==> src/rtl/keypad_digit_entry_if.sv <==
// Keypad entry bus between the microwave controller and keypad_digit_entry.
//   keypad       : raw 10-line key pad, bit k = key k pressed (asynchronous)
//   enable_entry : controller idle and accepting digits
//   entry_reset  : cancel the current entry session
//   load         : one-cycle pulse, timer shifts in data_out
//   data_out     : BCD digit of the last accepted press
//   reject       : one-cycle pulse when a debounced press is refused
//   digit_count  : digits accepted in the current session
interface keypad_digit_entry_if;
  logic [9:0] keypad;
  logic       enable_entry;
  logic       entry_reset;
  logic       load;
  logic [3:0] data_out;
  logic       reject;
  logic [1:0] digit_count;

  modport master (
    output keypad, enable_entry, entry_reset,
    input  load, data_out, reject, digit_count
  );

  modport slave (
    input  keypad, enable_entry, entry_reset,
    output load, data_out, reject, digit_count
  );
endinterface

==> src/rtl/keypad_digit_entry.sv <==
// Keypad digit entry front end for the countdown timer load port.
// Synchronises and debounces a 10-key pad, encodes each accepted press to
// BCD and pulses load. A shadow of the timer's units/tens/minutes shift
// chain rejects digits that would give an illegal ten-seconds digit or
// overflow the digit count.
//   clk   : system clock, rising edge
//   clear : synchronous active-high reset, highest priority
//   bus   : keypad_digit_entry_if.slave (see interface header)
module keypad_digit_entry #(
  parameter int unsigned DEBOUNCE_CYCLES = 4,
  parameter int unsigned MAX_DIGITS      = 3
) (
  input logic                  clk,
  input logic                  clear,
  keypad_digit_entry_if.slave  bus
);

  localparam logic [1:0] IDLE     = 2'd0;
  localparam logic [1:0] DEBOUNCE = 2'd1;
  localparam logic [1:0] HOLD     = 2'd2;
  localparam logic [1:0] RELEASE  = 2'd3;

  // Both debounce and release use "cnt reached the last sample" as the exit
  // test; >= keeps DEBOUNCE_CYCLES=1 working (evaluate right after capture).
  localparam logic [7:0] CNT_LAST = 8'(DEBOUNCE_CYCLES - 1);

  logic [1:0] state;
  logic [9:0] sync1;
  logic [9:0] key_s;
  logic [9:0] cap;
  logic [7:0] cnt;
  logic [3:0] sh_u;
  logic [3:0] sh_t;
  logic [3:0] sh_m;
  logic       load_r;
  logic       reject_r;
  logic [3:0] data_r;
  logic [1:0] count_r;

  logic       key_valid;
  logic [3:0] digit_val;
  logic       evaluate;
  logic       ok;

  assign bus.load        = load_r;
  assign bus.reject      = reject_r;
  assign bus.data_out    = data_r;
  assign bus.digit_count = count_r;

  // Exactly one key down: nonzero with no second bit set.
  assign key_valid = (key_s != '0) && ((key_s & (key_s - 10'd1)) == '0);

  always_comb begin
    digit_val = '0;
    for (int unsigned k = 0; k < 10; k++) begin
      if (cap[k]) digit_val = 4'(k);
    end
  end

  assign evaluate = (state == DEBOUNCE) && (key_s == cap) && (cnt >= CNT_LAST);

  // A new digit pushes the current units digit into the tens position, so a
  // units shadow above 5 would make the ten-seconds digit illegal.
  assign ok = bus.enable_entry
            && (32'(count_r) < MAX_DIGITS)
            && !((count_r != 2'd0) && (sh_u > 4'd5));

  always_ff @(posedge clk) begin
    if (clear) begin
      state    <= IDLE;
      sync1    <= '0;
      key_s    <= '0;
      cap      <= '0;
      cnt      <= '0;
      sh_u     <= '0;
      sh_t     <= '0;
      sh_m     <= '0;
      load_r   <= 1'b0;
      reject_r <= 1'b0;
      data_r   <= '0;
      count_r  <= '0;
    end else begin
      sync1    <= bus.keypad;
      key_s    <= sync1;
      load_r   <= 1'b0;
      reject_r <= 1'b0;

      case (state)
        IDLE: begin
          if (key_valid) begin
            cap   <= key_s;
            cnt   <= 8'd1;
            state <= DEBOUNCE;
          end
        end
        DEBOUNCE: begin
          if (key_s == cap) begin
            if (cnt >= CNT_LAST) state <= HOLD;
            else                 cnt   <= cnt + 8'd1;
          end else begin
            state <= IDLE;
          end
        end
        HOLD: begin
          if (key_s == '0) begin
            cnt   <= 8'd1;
            state <= RELEASE;
          end
        end
        RELEASE: begin
          if (key_s != '0)           state <= HOLD;
          else if (cnt >= CNT_LAST)  state <= IDLE;
          else                       cnt   <= cnt + 8'd1;
        end
        default: state <= IDLE;
      endcase

      // entry_reset beats a coincident acceptance: the press is refused.
      if (evaluate) begin
        if (ok && !bus.entry_reset) begin
          load_r  <= 1'b1;
          data_r  <= digit_val;
          sh_m    <= sh_t;
          sh_t    <= sh_u;
          sh_u    <= digit_val;
          count_r <= count_r + 2'd1;
        end else begin
          reject_r <= 1'b1;
        end
      end

      if (bus.entry_reset) begin
        count_r <= '0;
        sh_u    <= '0;
        sh_t    <= '0;
        sh_m    <= '0;
      end
    end
  end

endmodule
==> src/flat_wrapper.sv <==
// flat-port wrapper written by rule: the top's interface ports become plain ports
module keypad_digit_entry_flat 
#(
  parameter int unsigned DEBOUNCE_CYCLES = 4,
  parameter int unsigned MAX_DIGITS      = 3
)
  (clk, clear, bus_keypad, bus_enable_entry, bus_entry_reset, bus_load, bus_data_out, bus_reject, bus_digit_count);
  keypad_digit_entry_if bus_i ();
  input logic clk;
  input logic clear;
  input wire logic [$bits(bus_i.keypad)-1:0] bus_keypad;
  input wire logic [$bits(bus_i.enable_entry)-1:0] bus_enable_entry;
  input wire logic [$bits(bus_i.entry_reset)-1:0] bus_entry_reset;
  output wire logic [$bits(bus_i.load)-1:0] bus_load;
  output wire logic [$bits(bus_i.data_out)-1:0] bus_data_out;
  output wire logic [$bits(bus_i.reject)-1:0] bus_reject;
  output wire logic [$bits(bus_i.digit_count)-1:0] bus_digit_count;
  assign bus_i.keypad = bus_keypad;
  assign bus_i.enable_entry = bus_enable_entry;
  assign bus_i.entry_reset = bus_entry_reset;
  assign bus_load = bus_i.load;
  assign bus_data_out = bus_i.data_out;
  assign bus_reject = bus_i.reject;
  assign bus_digit_count = bus_i.digit_count;
  keypad_digit_entry #(.DEBOUNCE_CYCLES(DEBOUNCE_CYCLES), .MAX_DIGITS(MAX_DIGITS)) u_core (.clk(clk), .clear(clear), .bus(bus_i));
endmodule
==> config.mk <==
export PLATFORM = sky130hd
export DESIGN_NAME = keypad_digit_entry_flat
export DESIGN_NICKNAME = d
export VERILOG_FILES = /design/src/rtl/keypad_digit_entry_if.sv /design/src/rtl/keypad_digit_entry.sv /design/src/flat_wrapper.sv
export SDC_FILE = /design/constraint.sdc
export NUM_CORES = 1
export LEC_CHECK = 0
export CAP_MARGIN = 5
export CORE_MARGIN = 4
export CORE_UTILIZATION = 55
export DETAILED_ROUTE_END_ITERATION = 12
export PLACE_DENSITY_LB_ADDON = 0.12
export SYNTH_ARGS = -nofsm -noshare
export SYNTH_HDL_FRONTEND = slang
export SYNTH_SLANG_ARGS = --single-unit
==> constraint.sdc <==
create_clock -name clk -period 6 [get_ports clk]
set_clock_uncertainty 0.05 [all_clocks]
set_input_delay 1.8 -clock clk [delete_from_list [all_inputs] [get_ports clk]]
set_output_delay 1.8 -clock clk [all_outputs]
set_load 0.01 [all_outputs]
==> reports/results.tsv <==
stage	metric	value	unit
run_status	status	finished clean	
route	drt-initial-drc-count	78	
sta	setup_viol	0	
synth	avgSynthCellArea	9.32	sq um
floorplanning	dieArea	4770	sq um
global_routing	antenna_found_initial	0	
placement	placed_cells	281	
final_layout	n_fill_cell	310	
cts	cts_resized	0	
worst_setup_path	critical_path_arrival	3.82	ns
floorplanning	die_w	69.0	um
worst_setup_path	r2r_slack	3.18	ns
cts	cts_root_buf	clkbuf_8	
final_layout	nNetsFinal	259	
global_routing	first_global_vias	1558	
synth	yosysSeqAreaShare	0.498	
worst_setup_path	path_max_fanout	8	
cts	cts_inserted_buffers	5	
final_layout	layout_common_cells	dfxtp_1, nor2b_1, nand2_1, clkdlybuf4s50_1, a21oi_1	
sta	period_minus_slack	3.65	ns
route	wl_per_cell	13.5	um
worst_setup_path	crit_required	6.17	ns
floorplanning	num_io_pins	22	
route	vias	1612	
sta	relSlewSlack	0.373	
worst_setup_path	path_cells	clkdlybuf4s50_1 -> nor2_1 -> o211ai_1 -> or3_1 -> or4_4 -> a211oi_2	
placement	io_buffer_count	21	
sta	period_share	0.608	
floorplanning	core	3470	sq um
pwr	powerDensity	263	nW/um^2
worst_hold_path	hold_path_depth	1	
cts	clockBufferDepth	2	
final_layout	areaGrowthSynthToFinish	16.2	%
placement	place.gp.congestion	0.868	
sta	finalMaxSlewViolations	0	
route	dr.pass1.iters	5	
worst_hold_path	holdPathEnd	u_core.key_s[8]	
route	finalWirelength	3900	um
sta	tightest_slew	0.940	ns
synth	synth_area	2050	sq um
synth	synth_cells	220	
synth	synthFlopType	dfxtp_1	
floorplanning	die_h	69.0	um
cts	clk_latency	0.30	ns
global_routing	grt_overflow_total	0	
floorplanning	rows	21	
worst_setup_path	worstSetupPathType	in -> reg	
floorplanning	start_util	0.591	
global_routing	track_usage	0.172	
worst_hold_path	holdCritPathClass	reg -> reg	
synth	ys_seq_elements	51	
flow_run	maxCapViolations	0	
sta	whs	0.393	ns
worst_setup_path	endpoint_kind	flip-flop	
final_layout	utilization	0.687	
route	drc	0	
worst_setup_path	crit_path_top_delay_cell	or4_4	
synth	synth_warnings	0	
worst_hold_path	min-delay-start	u_core.sync1[8]	
cts	clkTransAtPathRegs	0.08	ns
synth	syn_nets	237	
worst_setup_path	reg2reg_depth	6	
sta	max_freq	0.274	GHz
final_layout	final_common_cell	dfxtp_1	
worst_setup_path	r2r-start	u_core.key_s[0]	
cts	htreeDepth	2	
placement	dpl_worst_slack	2.04	ns
synth	synth.distinct_cells	38	
pwr	vdd_ir_drop_max	187	uV
cts	cts_tree	yes	
worst_setup_path	r2r-end	u_core.cap[1]	
sta	hold_viol	0	
sta	rsz0062_at_grt	no	
cts	postCtsSetupBuffers	0	
worst_setup_path	cp-start-kind	input pin	
sta	setup_ws	2.35	ns
worst_setup_path	cpPeakStageDelay	0.54	ns
synth	async_flop_share	0	
global_routing	grt_pass1_wl	6720	um
sta	finalSetupTns	0	ns
final_layout	drive_above_1_share	0.0661	
final_layout	antennaDiodeCount	0	
pwr	p_leak	0.897	nW
final_layout	instances_no_fill	288	
synth	synth-edff-count	0	
placement	dp_hpwl	2890	um
route	avgViaCountPerCell	5.60	
cts	hold_buffers	0	
global_routing	grt_max_degree	47	
cts	cts.sink_count	51	
route	ant_nets	0	
## worst max-delay path by stage
stage	startpoint	to	slack (ns)
6_report	bus_entry_reset	u_core.sh_u[1]	2.35
5_1_grt	bus_entry_reset	u_core.sh_u[1]	2.24
4_1_cts	bus_entry_reset	u_core.sh_u[1]	2.35
3_5_place_dp	bus_entry_reset	u_core.sh_u[1]	2.04
3_3_place_gp	bus_entry_reset	u_core.sh_u[2]	2.14
2_1_floorplan	bus_entry_reset	u_core.sh_u[1]	2.76
## cells by family after synthesis
group,count (synthesis),share of synthesized area
AOI/OAI and AO/OA,36,0.114
and+or+nand+nor,102,0.279
buffers and inverters,14,0.0293
xor gates and xnor gates,12,0.0513
muxes,2,0.00977
DFF,51,0.498
adders and majority gates,3,0.0183
## sequential cells by signal (all words and copies together) (netlist names)
register and cells:
u_core.cap 10, u_core.key_s 10, u_core.sync1 10, u_core.cnt 8, u_core.bus.data_out 4, u_core.sh_u 3, u_core.bus.digit_count 2, u_core.state 2
u_core.bus.load 1, u_core.bus.reject 1
## synthesized netlist by cell type (2+ instances only)
master | n | area [sq um]
or4_1 | 2 | 15.0
inv_1 | 6 | 22.5
clkbuf_1 | 7 | 26.3
and2_1 | 5 | 31.3
a21oi_1 | 18 | 90.1
xnor2_1 | 2 | 17.5
nor2_1 | 11 | 41.3
nand2b_1 | 3 | 18.8
nor4_2 | 2 | 25.0
nand4b_1 | 2 | 17.5
ha_1 | 3 | 37.5
mux2i_1 | 2 | 20.0
a211oi_2 | 2 | 25.0
nor3_1 | 10 | 50.1
dfxtp_1 | 51 | 1020
xor2_1 | 10 | 87.6
nor2b_1 | 21 | 131
or4_4 | 2 | 22.5
nor3b_1 | 2 | 15.0
a211oi_1 | 4 | 30.0
o21ai_0 | 3 | 15.0
nor4_1 | 6 | 37.5
nand2_1 | 21 | 78.8
nand3_1 | 11 | 55.1
## cell type report
cell class	count	area, sq um	share of cell area
tap	46	57.6	0.0242
multi-input combinational	155	968	0.407
inverter	6	22.5	0.00945
timing repair buffer	23	225	0.0945
clock buffer	6	82.6	0.0347
sequential	51	1020	0.429
clock inverter	1	5.00	0.00210
## per-layer routing
| metal | part of all wire | up-vias | wire (um) | track usage |
|---|---|---|---|---|
| met5 | 0 | - | 0 | 0 |
| met4 | 0.020 | 0 | 78 | 0.0716 |
| met3 | 0.060 | 10 | 234 | 0.0610 |
| met2 | 0.50 | 47 | 1960 | 0.292 |
| met1 | 0.42 | 748 | 1620 | 0.194 |
| li1 | - | 807 | - | - |
## worst max-delay path, delay by kind of cell
kind / cells / cell delay [ns]
compound gates: 2 / 0.33
simple gates: 3 / 1.15
buf+inv: 1 / 0.53
## per-stage QoR
step           power, mW  area, sq um
5_1_grt            0.657         2380
3_3_place_gp       0.440         2290
4_1_cts            0.633         2380
3_5_place_dp       0.445         2290
2_1_floorplan      0.420         2050
6_report           0.627         2380
## report_power, final
part / switching (mW) / internal, mW / total (mW)
combinational: 0.0434 / 0.0322 / 0.0756
sequential: 0.0118 / 0.350 / 0.362
clock: 0.0994 / 0.0905 / 0.190
total: 0.155 / 0.473 / 0.627
No activity file was read; power rests on OpenSTA's default activity.
